<file path="src/rtl/sm83_cycle_sequencer_if.sv">
// ============================================================================
// sm83_cycle_sequencer_if : control and phase bundle of the T/M sequencer
// Revision: 1.0
// ============================================================================
`default_nettype none

interface sm83_cycle_sequencer_if #(
  parameter int NUM_T = 4,
  parameter int NUM_M = 6
);
  localparam int TW = $clog2(NUM_T);
  localparam int MW = $clog2(NUM_M);

  logic             ncyc;
  logic             stall;
  logic             set_m1;
  logic             load_m;
  logic [MW-1:0]    load_idx;
  logic             err_clr;
  logic [NUM_T-1:0] t;
  logic [NUM_M-1:0] m;
  logic [TW-1:0]    t_idx;
  logic [MW-1:0]    m_idx;
  logic             cyc_end;
  logic             err;

  modport master (
    output ncyc, stall, set_m1, load_m, load_idx, err_clr,
    input  t, m, t_idx, m_idx, cyc_end, err
  );

  modport slave (
    input  ncyc, stall, set_m1, load_m, load_idx, err_clr,
    output t, m, t_idx, m_idx, cyc_end, err
  );
endinterface

`default_nettype wire

</file>
<file path="src/rtl/sm83_cycle_sequencer.sv">
// ============================================================================
// sm83_cycle_sequencer : T-state / M-cycle phase generator with stalls, jumps
// Revision: 1.0
// ============================================================================
`default_nettype none

module sm83_cycle_sequencer #(
  parameter int NUM_T = 4,
  parameter int NUM_M = 6
) (
  input  logic                   clk,
  input  logic                   reset,
  sm83_cycle_sequencer_if.slave  bus
);
  localparam int TW = $clog2(NUM_T);
  localparam int MW = $clog2(NUM_M);
  localparam logic [TW-1:0] T_LAST  = TW'(NUM_T - 1);
  localparam logic [MW-1:0] M_LAST  = MW'(NUM_M - 1);
  localparam logic [MW:0]   M_LIMIT = (MW+1)'(NUM_M);

  logic [NUM_T-1:0] t_q, t_d;
  logic [NUM_M-1:0] m_q, m_d;
  logic [TW-1:0]    t_idx_q, t_idx_d;
  logic [MW-1:0]    m_idx_q, m_idx_d;
  logic             err_q, err_d;
  logic             err_set;
  logic             cyc_end;

  assign cyc_end = t_q[NUM_T-1] && !bus.stall && !bus.ncyc;

  always_comb begin
    t_idx_d = t_idx_q;
    m_idx_d = m_idx_q;
    err_set = 1'b0;

    if (bus.ncyc) begin
      t_idx_d = '0;
    end else if (!bus.stall) begin
      t_idx_d = (t_idx_q == T_LAST) ? '0 : t_idx_q + 1'b1;
    end

    // M moves only on the edge that closes a cycle; requests elsewhere are protocol errors
    if (cyc_end) begin
      if (bus.set_m1) begin
        m_idx_d = '0;
      end else if (bus.load_m) begin
        if ({1'b0, bus.load_idx} >= M_LIMIT) begin
          m_idx_d = '0;
          err_set = 1'b1;
        end else begin
          m_idx_d = bus.load_idx;
        end
      end else if (m_idx_q == M_LAST) begin
        err_set = 1'b1;
      end else begin
        m_idx_d = m_idx_q + 1'b1;
      end
    end else if (bus.set_m1 || bus.load_m) begin
      err_set = 1'b1;
    end

    err_d = err_set | (err_q & ~bus.err_clr);
    t_d   = {{(NUM_T-1){1'b0}}, 1'b1} << t_idx_d;
    m_d   = {{(NUM_M-1){1'b0}}, 1'b1} << m_idx_d;
  end

  always_ff @(posedge clk or posedge reset) begin
    if (reset) begin
      t_q     <= {{(NUM_T-1){1'b0}}, 1'b1};
      m_q     <= {{(NUM_M-1){1'b0}}, 1'b1};
      t_idx_q <= '0;
      m_idx_q <= '0;
      err_q   <= 1'b0;
    end else begin
      t_q     <= t_d;
      m_q     <= m_d;
      t_idx_q <= t_idx_d;
      m_idx_q <= m_idx_d;
      err_q   <= err_d;
    end
  end

  assign bus.t       = t_q;
  assign bus.m       = m_q;
  assign bus.t_idx   = t_idx_q;
  assign bus.m_idx   = m_idx_q;
  assign bus.cyc_end = cyc_end;
  assign bus.err     = err_q;
endmodule

`default_nettype wire
</file>
<file path="src/flat_wrapper.sv">
// flat-port wrapper written by rule: the top's interface ports become plain ports
module sm83_cycle_sequencer_flat 
#(
  parameter int NUM_T = 4,
  parameter int NUM_M = 6
)
  (clk, reset, bus_ncyc, bus_stall, bus_set_m1, bus_load_m, bus_load_idx, bus_err_clr, bus_t, bus_m, bus_t_idx, bus_m_idx, bus_cyc_end, bus_err);
  sm83_cycle_sequencer_if #(.NUM_T(NUM_T), .NUM_M(NUM_M)) bus_i ();
  input  logic clk;
  input  logic reset;
  input wire logic [$bits(bus_i.ncyc)-1:0] bus_ncyc;
  input wire logic [$bits(bus_i.stall)-1:0] bus_stall;
  input wire logic [$bits(bus_i.set_m1)-1:0] bus_set_m1;
  input wire logic [$bits(bus_i.load_m)-1:0] bus_load_m;
  input wire logic [$bits(bus_i.load_idx)-1:0] bus_load_idx;
  input wire logic [$bits(bus_i.err_clr)-1:0] bus_err_clr;
  output wire logic [$bits(bus_i.t)-1:0] bus_t;
  output wire logic [$bits(bus_i.m)-1:0] bus_m;
  output wire logic [$bits(bus_i.t_idx)-1:0] bus_t_idx;
  output wire logic [$bits(bus_i.m_idx)-1:0] bus_m_idx;
  output wire logic [$bits(bus_i.cyc_end)-1:0] bus_cyc_end;
  output wire logic [$bits(bus_i.err)-1:0] bus_err;
  assign bus_i.ncyc = bus_ncyc;
  assign bus_i.stall = bus_stall;
  assign bus_i.set_m1 = bus_set_m1;
  assign bus_i.load_m = bus_load_m;
  assign bus_i.load_idx = bus_load_idx;
  assign bus_i.err_clr = bus_err_clr;
  assign bus_t = bus_i.t;
  assign bus_m = bus_i.m;
  assign bus_t_idx = bus_i.t_idx;
  assign bus_m_idx = bus_i.m_idx;
  assign bus_cyc_end = bus_i.cyc_end;
  assign bus_err = bus_i.err;
  sm83_cycle_sequencer #(.NUM_T(NUM_T), .NUM_M(NUM_M)) u_core (.clk(clk), .reset(reset), .bus(bus_i));
endmodule
</file>
<file path="config.mk">
export PLATFORM = sky130hd
export DESIGN_NAME = sm83_cycle_sequencer_flat
export DESIGN_NICKNAME = d
export VERILOG_FILES = /design/src/rtl/sm83_cycle_sequencer_if.sv /design/src/rtl/sm83_cycle_sequencer.sv /design/src/flat_wrapper.sv
export SDC_FILE = /design/constraint.sdc
export NUM_CORES = 1
export LEC_CHECK = 0
export CAP_MARGIN = 20
export CORE_MARGIN = 3
export CORE_UTILIZATION = 45
export CTS_CLUSTER_DIAMETER = 60
export DETAILED_ROUTE_END_ITERATION = 10
export DONT_BUFFER_PORTS = 1
export PLACE_DENSITY_LB_ADDON = 0.1
export SYNTH_ARGS = -nofsm -noshare
export SYNTH_HDL_FRONTEND = slang
export SYNTH_SLANG_ARGS = --single-unit
</file>
<file path="constraint.sdc">
create_clock -name clk -period 2.9 [get_ports clk]
set_clock_uncertainty 0.2 [all_clocks]
set_input_delay 0.29 -clock clk [delete_from_list [all_inputs] [get_ports clk]]
set_output_delay 0.29 -clock clk [all_outputs]
set_load 0.005 [all_outputs]
</file>
Yosys cells after proc, flatten, opt, wreduce, memory -nomap -nowiden
Index checks and enable logic that the tools add are counted.
{"block": "totals", "reg_bits": 16, "in_bits": 10}
{"block": "classes", "add_sub_neg": 2, "shifts": 2, "bitwise_logic": 3, "n_mux": 14, "reduce_logical": 5, "n_eq_ne": 2, "magnitude_cmp": 1}
{"cell": "3-bit 2-to-1 mux", "count": 5}
{"cell": "1-bit 2-to-1 mux", "count": 6}
{"cell": "2-bit 2-to-1 mux", "count": 3}
{"cell": "1-bit by 3-bit left shift with 6-bit output, first input constant", "count": 1}
{"cell": "1-bit by 2-bit left shift with 4-bit output, first input constant", "count": 1}
{"cell": "3-bit by 1-bit adder with 3-bit output, second input constant", "count": 1}
{"cell": "3-bit equality test, second input constant", "count": 1}
{"cell": "3-bit greater-or-equal comparator, second input constant", "count": 1}
{"cell": "2-bit by 1-bit adder with 2-bit output, second input constant", "count": 1}
{"cell": "2-bit equality test, second input constant", "count": 1}
{"cell": "1-bit logical AND", "count": 2}
{"cell": "1-bit zero test", "count": 2}
{"cell": "1-bit bitwise AND", "count": 1}
{"cell": "1-bit logical OR", "count": 1}
{"cell": "1-bit NOT", "count": 1}
{"cell": "1-bit OR", "count": 1}

Logic depth before layout (Yosys ltp)
{"block": "depth", "depth_word": 6, "mapped_depth": 7, "mapped_depth_nobuf": 7}

Worst setup path after synthesis
No wires, ideal clock.
{"block": "synth_timing", "kind": "reg2reg", "start": "reg u_core.m_idx_q[1] (netlist: u_core.bus.m_idx[1])", "end": "reg u_core.m_q[2] (netlist: u_core.bus.m[2])", "arrival_time_ns": 1.640, "t_required_ns": 2.635, "stages_incl_launch_ff": 7, "slack_ns": 0.995, "path_buffers": 0, "cell_sequence": "dfrtp_1 > inv_1 > ha_1 > nor2b_1 > a221o_1 > a22oi_4 > and3_2"}
{"block": "synth_via", "elab_chain_cells": 6}
{"element": "start: declaration", "line": "sm83_cycle_sequencer.sv:24", "rtl": "logic [MW-1:0] m_idx_q, m_idx_d;"}
{"element": "start signal: assignment", "line": "sm83_cycle_sequencer.sv:78", "rtl": "m_idx_q <= m_idx_d;"}
{"element": "3-bit by 1-bit adder with 3-bit output / 3-bit equality test (equally long branches)", "line": "sm83_cycle_sequencer.sv:56, sm83_cycle_sequencer.sv:53"}
{"element": "3-bit 2-to-1 mux", "line": "sm83_cycle_sequencer.sv:53", "rtl": "end else if (m_idx_q == M_LAST) begin"}
{"element": "3-bit 2-to-1 mux", "line": "sm83_cycle_sequencer.sv:46", "rtl": "end else if (bus.load_m) begin"}
{"element": "3-bit 2-to-1 mux", "line": "sm83_cycle_sequencer.sv:44", "rtl": "if (bus.set_m1) begin"}
{"element": "3-bit 2-to-1 mux (*)", "line": "sm83_cycle_sequencer.sv:43", "rtl": "if (cyc_end) begin"}
{"element": "via u_core.m_idx_d[1]", "line": "sm83_cycle_sequencer.sv:24"}
{"element": "1-bit by 3-bit left shift with 6-bit output (*)", "line": "sm83_cycle_sequencer.sv:64", "rtl": "m_d = {{(NUM_M-1){1'b0}}, 1'b1} << m_idx_d;"}
{"element": "via u_core.m_d[2]", "line": "sm83_cycle_sequencer.sv:22", "rtl": "logic [NUM_M-1:0] m_q, m_d;"}
{"element": "end signal: assignment", "line": "sm83_cycle_sequencer.sv:70", "rtl": "m_q <= {{(NUM_M-1){1'b0}}, 1'b1};"}
{"element": "end signal: assignment", "line": "sm83_cycle_sequencer.sv:76", "rtl": "m_q <= m_d;"}
{"element": "end: declaration", "line": "sm83_cycle_sequencer.sv:22"}
Mark *: on every way through the listed nets, which the timed path passes. The rest lies on a longest branch.

Worst setup path in the final report
{"block": "layout_timing", "start": "reg u_core.m_idx_q[0] (netlist: u_core.bus.m_idx[0])", "end": "reg u_core.err_q (netlist: u_core.bus.err)"}
{"block": "layout_via", "elab_chain_cells": 6}
{"element": "3-bit equality test", "line": "sm83_cycle_sequencer.sv:53"}
{"element": "1-bit 2-to-1 mux", "line": "sm83_cycle_sequencer.sv:53"}
{"element": "1-bit 2-to-1 mux", "line": "sm83_cycle_sequencer.sv:46"}
{"element": "1-bit 2-to-1 mux", "line": "sm83_cycle_sequencer.sv:44"}
{"element": "1-bit 2-to-1 mux", "line": "sm83_cycle_sequencer.sv:43"}
{"element": "1-bit OR", "line": "sm83_cycle_sequencer.sv:62", "rtl": "err_d = err_set | (err_q & ~bus.err_clr);"}
{"element": "via u_core.err_d", "line": "sm83_cycle_sequencer.sv:25", "rtl": "logic err_q, err_d;"}
{"element": "end signal: assignment", "line": "sm83_cycle_sequencer.sv:79", "rtl": "err_q <= err_d;"}
{"element": "end: declaration", "line": "sm83_cycle_sequencer.sv:25"}
The timed path passes the listed nets, and every way through them passes these cells.

==> results_dict.tcl <==
set metrics [dict create \
    status "finished, final reports clean" \
    areaGrowthSynthToFinish_pct 11.1 \
    synth_top_family_by_area "simple AND/OR/NAND/NOR gates" \
    dr.pass1.iters 4 \
    final-setup-viol-count 0 \
    yosys.area.top_type "sky130_fd_sc_hd__dfrtp_1" \
    cp_top_family "buffers and inverters" \
    floorplan.rows 13 \
    static_leakage_nw 0.376 \
    min_period_ns 2.03 \
    min_from "bus_set_m1" \
    power_frac_comb 0.221 \
    cts_tree "built" \
    cp_num_cells 6 \
    worst_r2r_startpoint "u_core.bus.m_idx[0]$_DFF_PP0_" \
    tritoncts.num_buffers 3 \
    syn-cell-area_sq_um 731 \
    post_route_fraction_of_the_period_consumed_by_the_critical_path 0.700 \
    delay_of_the_slowest_cell_on_the_worst_path_ns 0.56 \
    fraction_of_layout_cells_with_a_size_suffix_above_1 0.203 \
    insertion_delay_ns 0.27 \
    r2r_end "u_core.bus.err$_DFF_PP0_" \
    globalRouteTotalUtil 0.137 \
    crit_path_max_fanout 6 \
    hpwl_um 979 \
    antenna_cells_inserted 0 \
    power.share.switching 0.292 \
    routed_wl_mm 1.26 \
    yosysWarnings 0 \
    post_synth_main_area_contributors "sky130_fd_sc_hd__dfrtp_1 48%, sky130_fd_sc_hd__dfstp_2 7.2%, sky130_fd_sc_hd__nor3_1 4.8%" \
    net-switching-power_mw 0.152 \
    cts_num_sinks 16 \
    floorplan.die.height_um 46.3 \
    dr.first_iter.drc_count 11 \
    endpoint_kind "flip-flop" \
    synth_simple_gate_area_frac 0.183 \
    max_slew_margin 0.619 \
    synth_sequential_area_ratio 0.551 \
    grt_pass1_vias 476 \
    ctsLongestPathBuffers 2 \
    holdBufCountCts 4 \
    list_of_cells_traversed_by_the_critical_path "ha_1 -> nand2_1 -> nor2_1 -> o31ai_1 -> o21ai_0 -> dlygate4sd3_1" \
    worst_ep_required_time_ns 2.86 \
    die-area_sq_mm 0.00214 \
    yosys_register_bits 16 \
    antenna_found_initial 0 \
    finalMaxSlewViolations 0 \
    postCtsSetupBuffers 0 \
    core_ar_sq_mm 0.00142 \
    gp_congestion 0.745 \
    holdCritPathClass "input pin to flip-flop" \
    fin_tns_setup_ns 0 \
    maxClockFrequency_mhz 493 \
    start_util 0.516 \
    postRouteAntennaNets 0 \
    hold_violations 0 \
    syn-num-nets 74 \
    io_pins 27 \
    worstHoldEndpoint "u_core.bus.m_idx[0]$_DFF_PP0_" \
    crit_path_launch_type "flip-flop" \
    critPathSlowestCell "sky130_fd_sc_hd__dlygate4sd3_1" \
    wire_per_inst_um 15.0 \
    crit_start "u_core.bus.m_idx[0]$_DFF_PP0_" \
    xor_and_xnor_area_share_after_synthesis 0.0240 \
    hold_path_depth 2 \
    fraction_of_synthesized_cell_area_taken_by_the_top_area_cell_type 0.479 \
    design_power_total_mw 0.519 \
    max_rail_drop_vdd_mv 0.377 \
    worstMarginPinSlew_ns 0.572 \
    synth_fa_ha_area_frac 0.0342 \
    first_pass_grt_wire_length_mm 2.08 \
    cts_root_buffer "sky130_fd_sc_hd__clkbuf_4" \
    route.detailed.drc 0 \
    share_seq_of_total_power 0.571 \
    post_cts_resized 0 \
    clk_pin_slew_worst_setup_hold_paths_ns 0.08 \
    maxCapViolations 0 \
    via_density 5.89 \
    finalNetCount 83 \
    syn_area_per_cell_sq_um 11.8 \
    io_buffer_count 0 \
    synthCells 62 \
    rsz0062_at_grt "no" \
    timing.reg2reg.worst_path_depth 6 \
    power.density_mw_per_mm2 640 \
    worst-path-buf-inv 1 \
    largest_net_degree_at_the_start_of_global_routing 17 \
    fraction_of_synthesized_area_in_multiplexers 0 \
    timing_worst_setup_path_type "flip-flop to flip-flop" \
    route.vias.total 495 \
    yosysUniqueCellTypes 29 \
    reg2reg_slack_ns 0.87 \
    synth-compound-area-share 0.166 \
    die-width_um 46.3 \
    power_share_of_the_clock_group 0.208 \
    worst-endpoint-arrival_ns 1.99 \
    remaining_global_route_overflow 0 \
    number_of_levels_in_the_clock_h_tree 1 \
    cell_internal_pwr_mw 0.367 \
]
## synth_stat cells
cell / count
sky130_fd_sc_hd__nor3_1: 7
sky130_fd_sc_hd__o21ai_0: 3
sky130_fd_sc_hd__or3b_4: 1
sky130_fd_sc_hd__and3_2: 2
sky130_fd_sc_hd__nand3b_1: 1
sky130_fd_sc_hd__and3b_1: 1
sky130_fd_sc_hd__a21boi_0: 1
sky130_fd_sc_hd__and3_1: 1
sky130_fd_sc_hd__nand2b_1: 1
sky130_fd_sc_hd__a21oi_2: 1
sky130_fd_sc_hd__xnor2_1: 1
sky130_fd_sc_hd__o31a_4: 1
sky130_fd_sc_hd__xor2_1: 1
sky130_fd_sc_hd__nand2_1: 1
sky130_fd_sc_hd__ha_1: 2
sky130_fd_sc_hd__dfrtp_1: 14
sky130_fd_sc_hd__a22oi_4: 1
sky130_fd_sc_hd__a22oi_2: 1
sky130_fd_sc_hd__a21oi_1: 1
sky130_fd_sc_hd__nor2_1: 5
sky130_fd_sc_hd__inv_4: 1
sky130_fd_sc_hd__nor4b_1: 1
sky130_fd_sc_hd__o31ai_1: 2
sky130_fd_sc_hd__inv_1: 4
sky130_fd_sc_hd__a32oi_1: 1
sky130_fd_sc_hd__nor2b_1: 2
sky130_fd_sc_hd__clkinv_4: 1
sky130_fd_sc_hd__dfstp_2: 2
sky130_fd_sc_hd__a221o_1: 1
## cell type report
class / instances / area, sq um
clock buffers: 3 / 22.5
well taps: 15 / 18.8
repair buffers: 4 / 40.0
flip-flops and latches: 16 / 403
fillers: 125 / 603
multi-input cells: 40 / 298
inverters: 6 / 30.0
## metal layers
| metal | vias to the layer above | part of all wire | track usage |
|---|---|---|---|
| met1 | 245 | 0.42 | 0.154 |
| met2 | 15 | 0.52 | 0.231 |
| met3 | 0 | 0.060 | 0.0664 |
| met4 | 0 | 0 | 0.0341 |
| met5 | - | 0 | 0 |
| li1 | 235 | - | - |
## flip-flops by register name, indices dropped and copies added (netlist names)
| name | flops |
|---|---|
| u_core.bus.m_idx | 3 |
| u_core.bus.err | 1 |
| u_core.bus.t_idx | 2 |
| u_core.bus.t | 4 |
| u_core.bus.m | 6 |
## cell families (layout without fill, tap and decap cells)
kind of cell    Yosys count  count (layout)
xor+xnor                  2               2
buf+inv                   6              13
flops                    16              16
simple gates             23              23
compound gates           13              13
fa+ha+maj                 2               2
## worst max path at each step
stage          slack, ns                        end
2_1_floorplan       0.99  u_core.bus.m[2]$_DFF_PP0_
3_3_place_gp        0.92  u_core.bus.m[2]$_DFF_PP0_
3_5_place_dp        0.88  u_core.bus.m[2]$_DFF_PP0_
4_1_cts             0.86  u_core.bus.m[2]$_DFF_PP0_
5_1_grt             0.72   u_core.bus.err$_DFF_PP0_
6_report            0.87   u_core.bus.err$_DFF_PP0_
## per-stage QoR
step | std cells | utilization | cell area [sq um] | hold WS (ns) | setup WS, ns
3_3_place_gp | 77 | 0.530 | 749 | 0.0658 | 0.918
4_1_cts | 84 | 0.574 | 812 | 0.0284 | 0.865
5_1_grt | 84 | 0.574 | 812 | 0.0186 | 0.718
6_report | 84 | 0.574 | 812 | 0.0326 | 0.871
3_5_place_dp | 77 | 0.530 | 749 | 0.0701 | 0.883
2_1_floorplan | 62 | - | 731 | 0.00231 | 0.995
## power groups by stage
| stage | sequential [mW] | clock, mW | combinational, mW |
|---|---|---|---|
| 4_1_cts | 0.299 | 0.113 | 0.117 |
| 3_3_place_gp | 0.303 | 0 | 0.107 |
| 3_5_place_dp | 0.303 | 0 | 0.112 |
| 5_1_grt | 0.306 | 0.126 | 0.131 |
| 2_1_floorplan | 0.294 | 0 | 0.0928 |
| 6_report | 0.297 | 0.108 | 0.115 |
## cell usage in the layout (no fill, tap or decap), drive strengths merged, types with 2 or more instances in the layout
cell type	count
dfstp	2
nor2	5
clkbuf	3
a21oi	2
nor2b	2
dfrtp	14
inv	5
o21ai	3
a22oi	2
and3	3
ha	2
nor3	7
o31ai	2
dlygate4sd3	4
(Power assumes the default switching activity.)
